==> src/rtl/main_ctl_hs.sv <==
// Multicycle RV32I main controller: sequences FETCH/DECODE/EXECUTE/MEMORY/WRITEBACK,
// handles variable-latency memory with a timeout, and keeps cycle/retire counters.
module main_ctl_hs #(
    parameter int MAX_WAIT = 15,
    parameter int WAIT_W   = 4,
    parameter int CNT_W    = 32
) (
    input  logic             clk,
    input  logic             reset_n,
    input  logic             ce,
    input  logic [6:0]       opcode,
    input  logic             branch_taken,
    input  logic             mem_ready,
    output logic             mem_req,
    output logic             mem_we,
    output logic             fetch_en,
    output logic             instrdec_ce,
    output logic             alu_ce,
    output logic             gp_regfile_ce,
    output logic             gp_regfile_we,
    output logic             memory_ce,
    output logic             pc_inc,
    output logic             pc_load,
    output logic             fault,
    output logic [2:0]       state,
    output logic [CNT_W-1:0] cycle_cnt,
    output logic [CNT_W-1:0] instret_cnt
);

    typedef enum logic [2:0] {
        ST_RESET     = 3'd0,
        ST_FETCH     = 3'd1,
        ST_DECODE    = 3'd2,
        ST_EXECUTE   = 3'd3,
        ST_MEMORY    = 3'd4,
        ST_WRITEBACK = 3'd5,
        ST_FAULT     = 3'd6
    } state_t;

    localparam logic [6:0] OPC_LUI    = 7'b0110111;
    localparam logic [6:0] OPC_AUIPC  = 7'b0010111;
    localparam logic [6:0] OPC_JAL    = 7'b1101111;
    localparam logic [6:0] OPC_JALR   = 7'b1100111;
    localparam logic [6:0] OPC_BRANCH = 7'b1100011;
    localparam logic [6:0] OPC_LOAD   = 7'b0000011;
    localparam logic [6:0] OPC_STORE  = 7'b0100011;
    localparam logic [6:0] OPC_OP_IMM = 7'b0010011;
    localparam logic [6:0] OPC_OP     = 7'b0110011;

    state_t            cur_state;
    state_t            next_state;
    logic [WAIT_W-1:0] wait_cnt;
    logic [WAIT_W-1:0] wait_cnt_next;

    logic is_lui, is_jal, is_jalr, is_branch, is_load, is_store, is_legal;
    logic retire;
    logic timed_out;

    assign is_lui    = (opcode == OPC_LUI);
    assign is_jal    = (opcode == OPC_JAL);
    assign is_jalr   = (opcode == OPC_JALR);
    assign is_branch = (opcode == OPC_BRANCH);
    assign is_load   = (opcode == OPC_LOAD);
    assign is_store  = (opcode == OPC_STORE);
    assign is_legal  = is_lui || is_jal || is_jalr || is_branch || is_load || is_store
                     || (opcode == OPC_AUIPC) || (opcode == OPC_OP_IMM) || (opcode == OPC_OP);
    assign timed_out = (wait_cnt == WAIT_W'(MAX_WAIT));

    // wait_cnt only survives while a memory access stays pending; any state change clears it
    always_comb begin
        next_state    = cur_state;
        wait_cnt_next = '0;
        case (cur_state)
            ST_RESET: next_state = ST_FETCH;
            ST_FETCH, ST_MEMORY: begin
                if (mem_ready) begin
                    if (cur_state == ST_FETCH) next_state = ST_DECODE;
                    else if (is_load)          next_state = ST_WRITEBACK;
                    else                       next_state = ST_FETCH;
                end else if (timed_out) begin
                    next_state = ST_FAULT;
                end else begin
                    wait_cnt_next = wait_cnt + 1'b1;
                end
            end
            ST_DECODE: next_state = is_legal ? ST_EXECUTE : ST_FAULT;
            ST_EXECUTE: begin
                if (is_load || is_store) next_state = ST_MEMORY;
                else if (is_branch)      next_state = ST_FETCH;
                else                     next_state = ST_WRITEBACK;
            end
            ST_WRITEBACK: next_state = ST_FETCH;
            ST_FAULT:     next_state = ST_FAULT;
            default:      next_state = ST_FAULT;
        endcase
    end

    // Every strobe is gated by ce so a frozen controller drives nothing
    always_comb begin
        fetch_en      = ce && (cur_state == ST_FETCH);
        instrdec_ce   = ce && (cur_state == ST_DECODE);
        alu_ce        = ce && (cur_state == ST_EXECUTE) && !is_lui;
        gp_regfile_ce = ce && ((cur_state == ST_EXECUTE) || (cur_state == ST_WRITEBACK));
        gp_regfile_we = ce && (cur_state == ST_WRITEBACK);
        mem_req       = ce && ((cur_state == ST_FETCH) || (cur_state == ST_MEMORY));
        memory_ce     = mem_req;
        mem_we        = ce && (cur_state == ST_MEMORY) && is_store;
        retire        = ce && ((cur_state == ST_WRITEBACK)
                             || ((cur_state == ST_EXECUTE) && is_branch)
                             || ((cur_state == ST_MEMORY) && mem_ready && is_store));
        pc_load       = retire && (is_jal || is_jalr || (is_branch && branch_taken));
        pc_inc        = retire && !pc_load;
    end

    assign state = cur_state;
    assign fault = (cur_state == ST_FAULT);

    always_ff @(posedge clk or negedge reset_n) begin
        if (!reset_n) begin
            cur_state   <= ST_RESET;
            wait_cnt    <= '0;
            cycle_cnt   <= '0;
            instret_cnt <= '0;
        end else if (ce) begin
            cur_state <= next_state;
            wait_cnt  <= wait_cnt_next;
            cycle_cnt <= cycle_cnt + 1'b1;
            if (retire) instret_cnt <= instret_cnt + 1'b1;
        end
    end

endmodule
==> config.mk <==
export PLATFORM = sky130hd
export DESIGN_NAME = main_ctl_hs
export DESIGN_NICKNAME = d
export VERILOG_FILES = /design/src/rtl/main_ctl_hs.sv
export SDC_FILE = /design/constraint.sdc
export NUM_CORES = 1
export LEC_CHECK = 0
export ABC_AREA = 1
export CAP_MARGIN = 40
export CORE_MARGIN = 2
export CORE_UTILIZATION = 55
export DETAILED_ROUTE_END_ITERATION = 12
export PLACE_DENSITY = 0.84
export SYNTH_ARGS = -nofsm -noshare
export SYNTH_HDL_FRONTEND = slang
export SYNTH_SLANG_ARGS = --single-unit
==> constraint.sdc <==
create_clock -name clk -period 2.6 [get_ports clk]
set_clock_uncertainty 0.15 [all_clocks]
set_input_delay 0.52 -clock clk [delete_from_list [all_inputs] [get_ports clk]]
set_output_delay 0.52 -clock clk [all_outputs]
set_load 0.02 [all_outputs]
### Yosys cells after proc, flatten, opt, wreduce, memory -nomap -nowiden

Index checks and enable logic that the tools add are counted.
Widths: inputs -> output; s select.

* flip-flop bits (word level): 71
* latch bits: 0
* RAM bits: 0
* bits in read-only memories: 0
* input port bits: 12
* output and inout port bits: 78
* logic and storage cells: 73
* memories kept: 0

* $add $sub $neg: 3
* multipliers: 0
* divide/modulo/power cells: 0
* magnitude comparators: 0
* equal/unequal tests: 17
* shift operators: 0
* mux-type cells: 11
* bitwise gates (word level): 0
* reductions and logical operators: 38

Operators by type and width (number)
* $add 32x1->32 const B: 2
* $eq 7x6->1 const B: 3
* $eq 7x7->1 const B: 3
* $mux 3: 7
* $logic_and 1x1->1: 16
* $logic_or 1x1->1: 15
* $eq 7x5->1 const B: 2
* $mux 4: 3
* $pmux 3 s4: 1
* $eq 3x3->1 const B: 3
* $eq 7x2->1 const B: 1
* $eq 3x2->1 const B: 2
* $add 4x1->4 const B: 1
* $eq 4x4->1 const B: 1
* $reduce_and 2->1: 2
* $reduce_or 2->1: 2
* $eq 3x1->1 const B: 1
* $logic_not 3->1: 1
* $ne 3x3->1 const B: 1
* $logic_not 1->1: 2

### Logic depth before layout (Yosys ltp)

Gate-level depths: netlist of run 1.

* word-level depth: 11
* mapped depth: 11

### Worst setup path after synthesis of run 1

No wires, ideal clock.

* kind: reg2out
* from: register cur_state[1], in the netlist state[1]
* to: output port pc_inc
* arrival: 1.606 ns
* slack: 0.324 ns
* stages on the path, launching flop included: 9
* path buffers: 1
* cell sequence: dfrtp_1 -> inv_1 -> nand3_2 -> nor2_2 -> a21oi_2 -> nand2_4 -> inv_4 -> buf_6 -> nor2_1

* cells in the longest elaborated chain, start to end: 8
* elaborated cells between the ends (all ways): 12
* those cells by class: 3 x eq/ne; 9 x reduce/logical

RTL lines
* from (decl): RTL line 50 `state_t cur_state;`
* from (signal assigned): RTL line 125 `cur_state <= next_state;`
* $eq 3x2->1 or $eq 3x3->1 (tied branches): RTL line 109, 110
* $logic_and 1x1->1 (on tied branches): RTL line 109, 110
* $logic_or 1x1->1 or $logic_and 1x1->1 (tied branches): RTL line 109, 110
* $logic_or 1x1->1 *: RTL line 110 `|| ((cur_state == ST_MEMORY) && mem_ready && is_store));`
* $logic_and 1x1->1 *: RTL line 108 `retire = ce && ((cur_state == ST_WRITEBACK)`
* $logic_and 1x1->1: RTL line 111 `pc_load = retire && (is_jal || is_jalr || (is_branch && branch_taken));`
* $logic_not 1->1: RTL line 112 `pc_inc = retire && !pc_load;`
* $logic_and 1x1->1 *: RTL line 112
* to (decl): RTL line 22 `output logic pc_inc,`

Every way passes the cells marked *; elsewhere a longest branch is shown, timed or not.

### Worst setup path in the final report of run 1

* from: input port opcode[6]
* to: output port mem_we

* cells in the longest elaborated chain, start to end: 2

RTL lines
* from (decl): RTL line 11 `input logic [6:0] opcode,`
* $eq 7x6->1: RTL line 64 `assign is_store = (opcode == OPC_STORE);`
* $logic_and 1x1->1: RTL line 107 `mem_we = ce && (cur_state == ST_MEMORY) && is_store;`
* to (decl): RTL line 15 `output logic mem_we,`

No other way between the ends.

==> results of run 1 <==
routing by layer:
metal	vias to the layer above	track usage (%)	share of wire, %
met5	-	0	0
met4	0	11.5	3.5
met3	42	5.17	6.0
met2	194	48.9	50
met1	2243	34.1	41
li1	2340	-	-
area by class of cell:
class | count | area, sq um
multi-input cells | 544 | 2560
well taps | 105 | 131
repair buffers | 109 | 1020
clock inverters | 7 | 47.5
clock buffers | 9 | 124
fillers | 661 | 2320
inverters | 61 | 231
flip-flops and latches | 71 | 1780
sequential cells by signal, indices dropped and copies added, names as in the netlist:
| signal | flops |
|---|---|
| wait_cnt | 4 |
| state | 3 |
| instret_cnt | 32 |
| cycle_cnt | 32 |
cell usage in the layout, fill, tap and decap left out, drive strengths merged:
| cell | count |
|---|---|
| clkdlybuf4s15 | 1 |
| o31ai | 1 |
| nand3 | 29 |
| clkinv | 3 |
| clkbuf | 11 |
| clkinvlp | 2 |
| nor3 | 7 |
| nor2 | 126 |
| xnor2 | 13 |
| inv | 63 |
| nand2 | 286 |
| nor3b | 1 |
| clkdlybuf4s50 | 78 |
| or2 | 1 |
| nand4 | 8 |
| buf | 23 |
| ha | 3 |
| dlygate4sd2 | 5 |
| a21oi | 3 |
| dfrtp | 71 |
| nand3b | 16 |
| xor2 | 19 |
| mux2i | 1 |
| o21ai | 29 |
| a21boi | 1 |
stage by stage:
| step | TNS [ns] | power [mW] | util, % | hold WS [ns] |
|---|---|---|---|---|
| after floorplan | 0 | 1.55 | - | 0.0744 |
| after global placement | -2.04 | 1.78 | 69.7 | 0.344 |
| after detailed placement | -2.41 | 1.80 | 69.7 | 0.362 |
| after CTS | 0 | 2.59 | 71.6 | 0.100 |
| after global routing | -0.108 | 2.70 | 71.8 | 0.142 |
| final | 0 | 2.58 | 71.8 | 0.0756 |
report_power, final:
| group | leakage, nW | internal, mW | switching [mW] |
|---|---|---|---|
| Sequential | 0.924 | 1.17 | 0.117 |
| Clock | 0.0858 | 0.348 | 0.453 |
| Combinational | 1.71 | 0.217 | 0.275 |
| Total | 2.72 | 1.74 | 0.845 |
worst max-delay path, cell delays in order:
cell             delay (ns)
clkdlybuf4s50_1        0.46
buf_4                  0.17
nor2_1                 0.12
nand2_1                0.08
buf_4                  0.14
nor3_1                 0.13
clkdlybuf4s15_2        0.29
worst min-delay path by stage:
stage                   from               to  slack, ns  cells after the start
5_1_grt              reset_n  instret_cnt[18]       0.14                      1
6_report             reset_n   instret_cnt[0]       0.08                      1
2_1_floorplan        reset_n     cycle_cnt[0]       0.07                      0
4_1_cts              reset_n   instret_cnt[0]       0.10                      1
3_5_place_dp   cycle_cnt[16]    cycle_cnt[16]       0.36                      1
3_3_place_gp     wait_cnt[1]      wait_cnt[1]       0.34                      2
repair_timing:
action / CTS / global route
hold endpoints to repair: 0 / 0
resized for setup: 21 / 9
pin swaps: 0 / 1
endpoints found under the setup margin: 10 / 5
setup buffers: 0 / 1
kinds of logic (layout without fill, tap and decap cells):
| logic type | after synthesis | in the layout |
|---|---|---|
| AND/OR/NAND/NOR | 474 | 474 |
| flip-flops | 71 | 71 |
| buffers and inverters | 71 | 186 |
| AO/OA/AOI/OAI | 34 | 34 |
| XOR/XNOR | 32 | 32 |
| adder cells (fa/ha/maj) | 3 | 3 |
| multiplexers | 1 | 1 |
==> flow_metrics.py, run 1 <==
metrics = {
    "synthesis": {
        "syn_inst": 686,
        "netlist.area_leader.share_pct": 38.2,
        "synth-edff-count": 0,
        "synth.most_common_cell": "nand2_1",
        "ys_async_sr_fraction_pct": 100,
        "synth_compound_area_share_pct": 3.93,
        "syn_nets": 701,
        "synth_top_family_by_area": "simple AND/OR/NAND/NOR gates",
        "synth_ff_type": "dfrtp_1",
        "synth_xor_area_share_pct": 6.03,
        "synth_cell_types": 35,
        "synth_area_leaders": "dfrtp_1, nand2_1, nor2_1",
        "synthTopCellsByCount": "nand2_1, nor2_1, dfrtp_1",
        "synth-simple-area-share_pct": 44.1,
        "yosysWarnings": 0,
        "synth-seq-area-share_pct": 38.2,
        "synth.area.mux_share_pct": 0.215,
        "yosys.area_share.adder_pct": 0.808,
        "syn_avg_cell_area_sq_um": 6.78,
        "synthesis.area_sq_um": 4650,
        "synth_top_area_cell": "dfrtp_1",
        "yosys_register_bits": 71,
    },
    "setup_path": {
        "worstSetupPathType": "primary input to output port",
        "cp.required_ns": 1.93,
        "r2r-start": "instret_cnt[0]",
        "cp-end-kind": "output port",
        "reg2regPathDepth": 10,
        "cp-start-kind": "primary input",
        "reg2reg_slack_ns": 0.63,
        "arrival_ns": 1.92,
        "r2r_end": "instret_cnt[30]",
        "path_max_fanout": 3,
        "crit_path_start": "opcode[6]",
        "setup.worst_path.end": "mem_we",
    },
    "routing": {
        "postRouteAntennaNets": 0,
        "drc_errors": 0,
        "drt_iter0_drc": 260,
        "drt_wl_total_um": 12300,
        "via_per_inst": 5.32,
        "wl_per_cell_um": 13.6,
        "num_vias": 4819,
        "first_pass_iters": 5,
    },
    "job": {
        "cap_violations": 0,
    },
    "floorplan": {
        "dieArea_sq_um": 9200,
        "initial_core_util_pct": 56.6,
        "dieWidth_um": 95.9,
        "io-pin-count": 90,
        "fp-row-count": 33,
        "core_area_sq_um": 8220,
        "die_h_um": 95.9,
    },
    "sta": {
        "worst_pin_slew_ns": 0.755,
        "timing.final.crit_share_pct": 99.5,
        "slew_viol_final": 0,
        "slew_headroom_pct": 49.7,
        "finalHoldViolations": 0,
        "finalSetupViolCount": 0,
        "fmax_ghz": 0.386,
        "fin_ws_ns": 0.0122,
        "period_needed_ns": 2.59,
    },
    "final_layout": {
        "drive_gt1_share_pct": 9.99,
        "syn2layout_area_growth_pct": 26.8,
        "nets": 811,
        "fin_cells": 906,
        "antenna_cells": 0,
        "fin_area_sq_um": 5900,
    },
    "status": {
        "status": "finished clean",
    },
    "grt": {
        "grt_overflow": 0,
        "grt_pass1_vias": 4656,
        "antenna_found_initial": 0,
        "grt_pass1_wl_um": 20500,
        "grtUsageTotal_pct": 28.1,
        "grt_max_degree": 44,
    },
    "clock_network": {
        "cts_tree": "yes",
        "cts_buffers": 9,
        "path_clk_slew_ns": 0.09,
        "cts_buffer_depth": 2,
        "clk_latency_ns": 0.35,
        "cts-root-buf": "clkbuf_8",
        "holdBufCountCts": 0,
        "htree_levels": 3,
        "cts_sinks": 71,
    },
    "pwr": {
        "ir_drop_mv": 0.465,
        "p_leak_nw": 2.72,
        "powerDensity_nw_per_um2": 438,
    },
    "worst_hold_path": {
        "hp-class": "primary input to async pin",
    },
    "placement": {
        "port_buffers": 89,
        "place_ws_ns": -0.454,
        "globalplace.congestion": 0.997,
        "placedCellCount": 889,
        "placed_area_sq_um": 5730,
        "place_hpwl_um": 9330,
    },
}
Power figures use the tool's default switching activity.
==> inputs of run 2 (changes only) <==
Settings changed: CAP_MARGIN 40 to default, SLEW_MARGIN from default to 20.
==> results of run 2 <==
Same layout as run 1: the final DEF is identical, and so are final timing and power.
==> inputs of run 3 (changes only) <==
Settings changed: CTS_CLUSTER_SIZE from default to 40.
==> results of run 3 <==
Same layout as run 1: the final DEF is identical, and so are final timing and power.
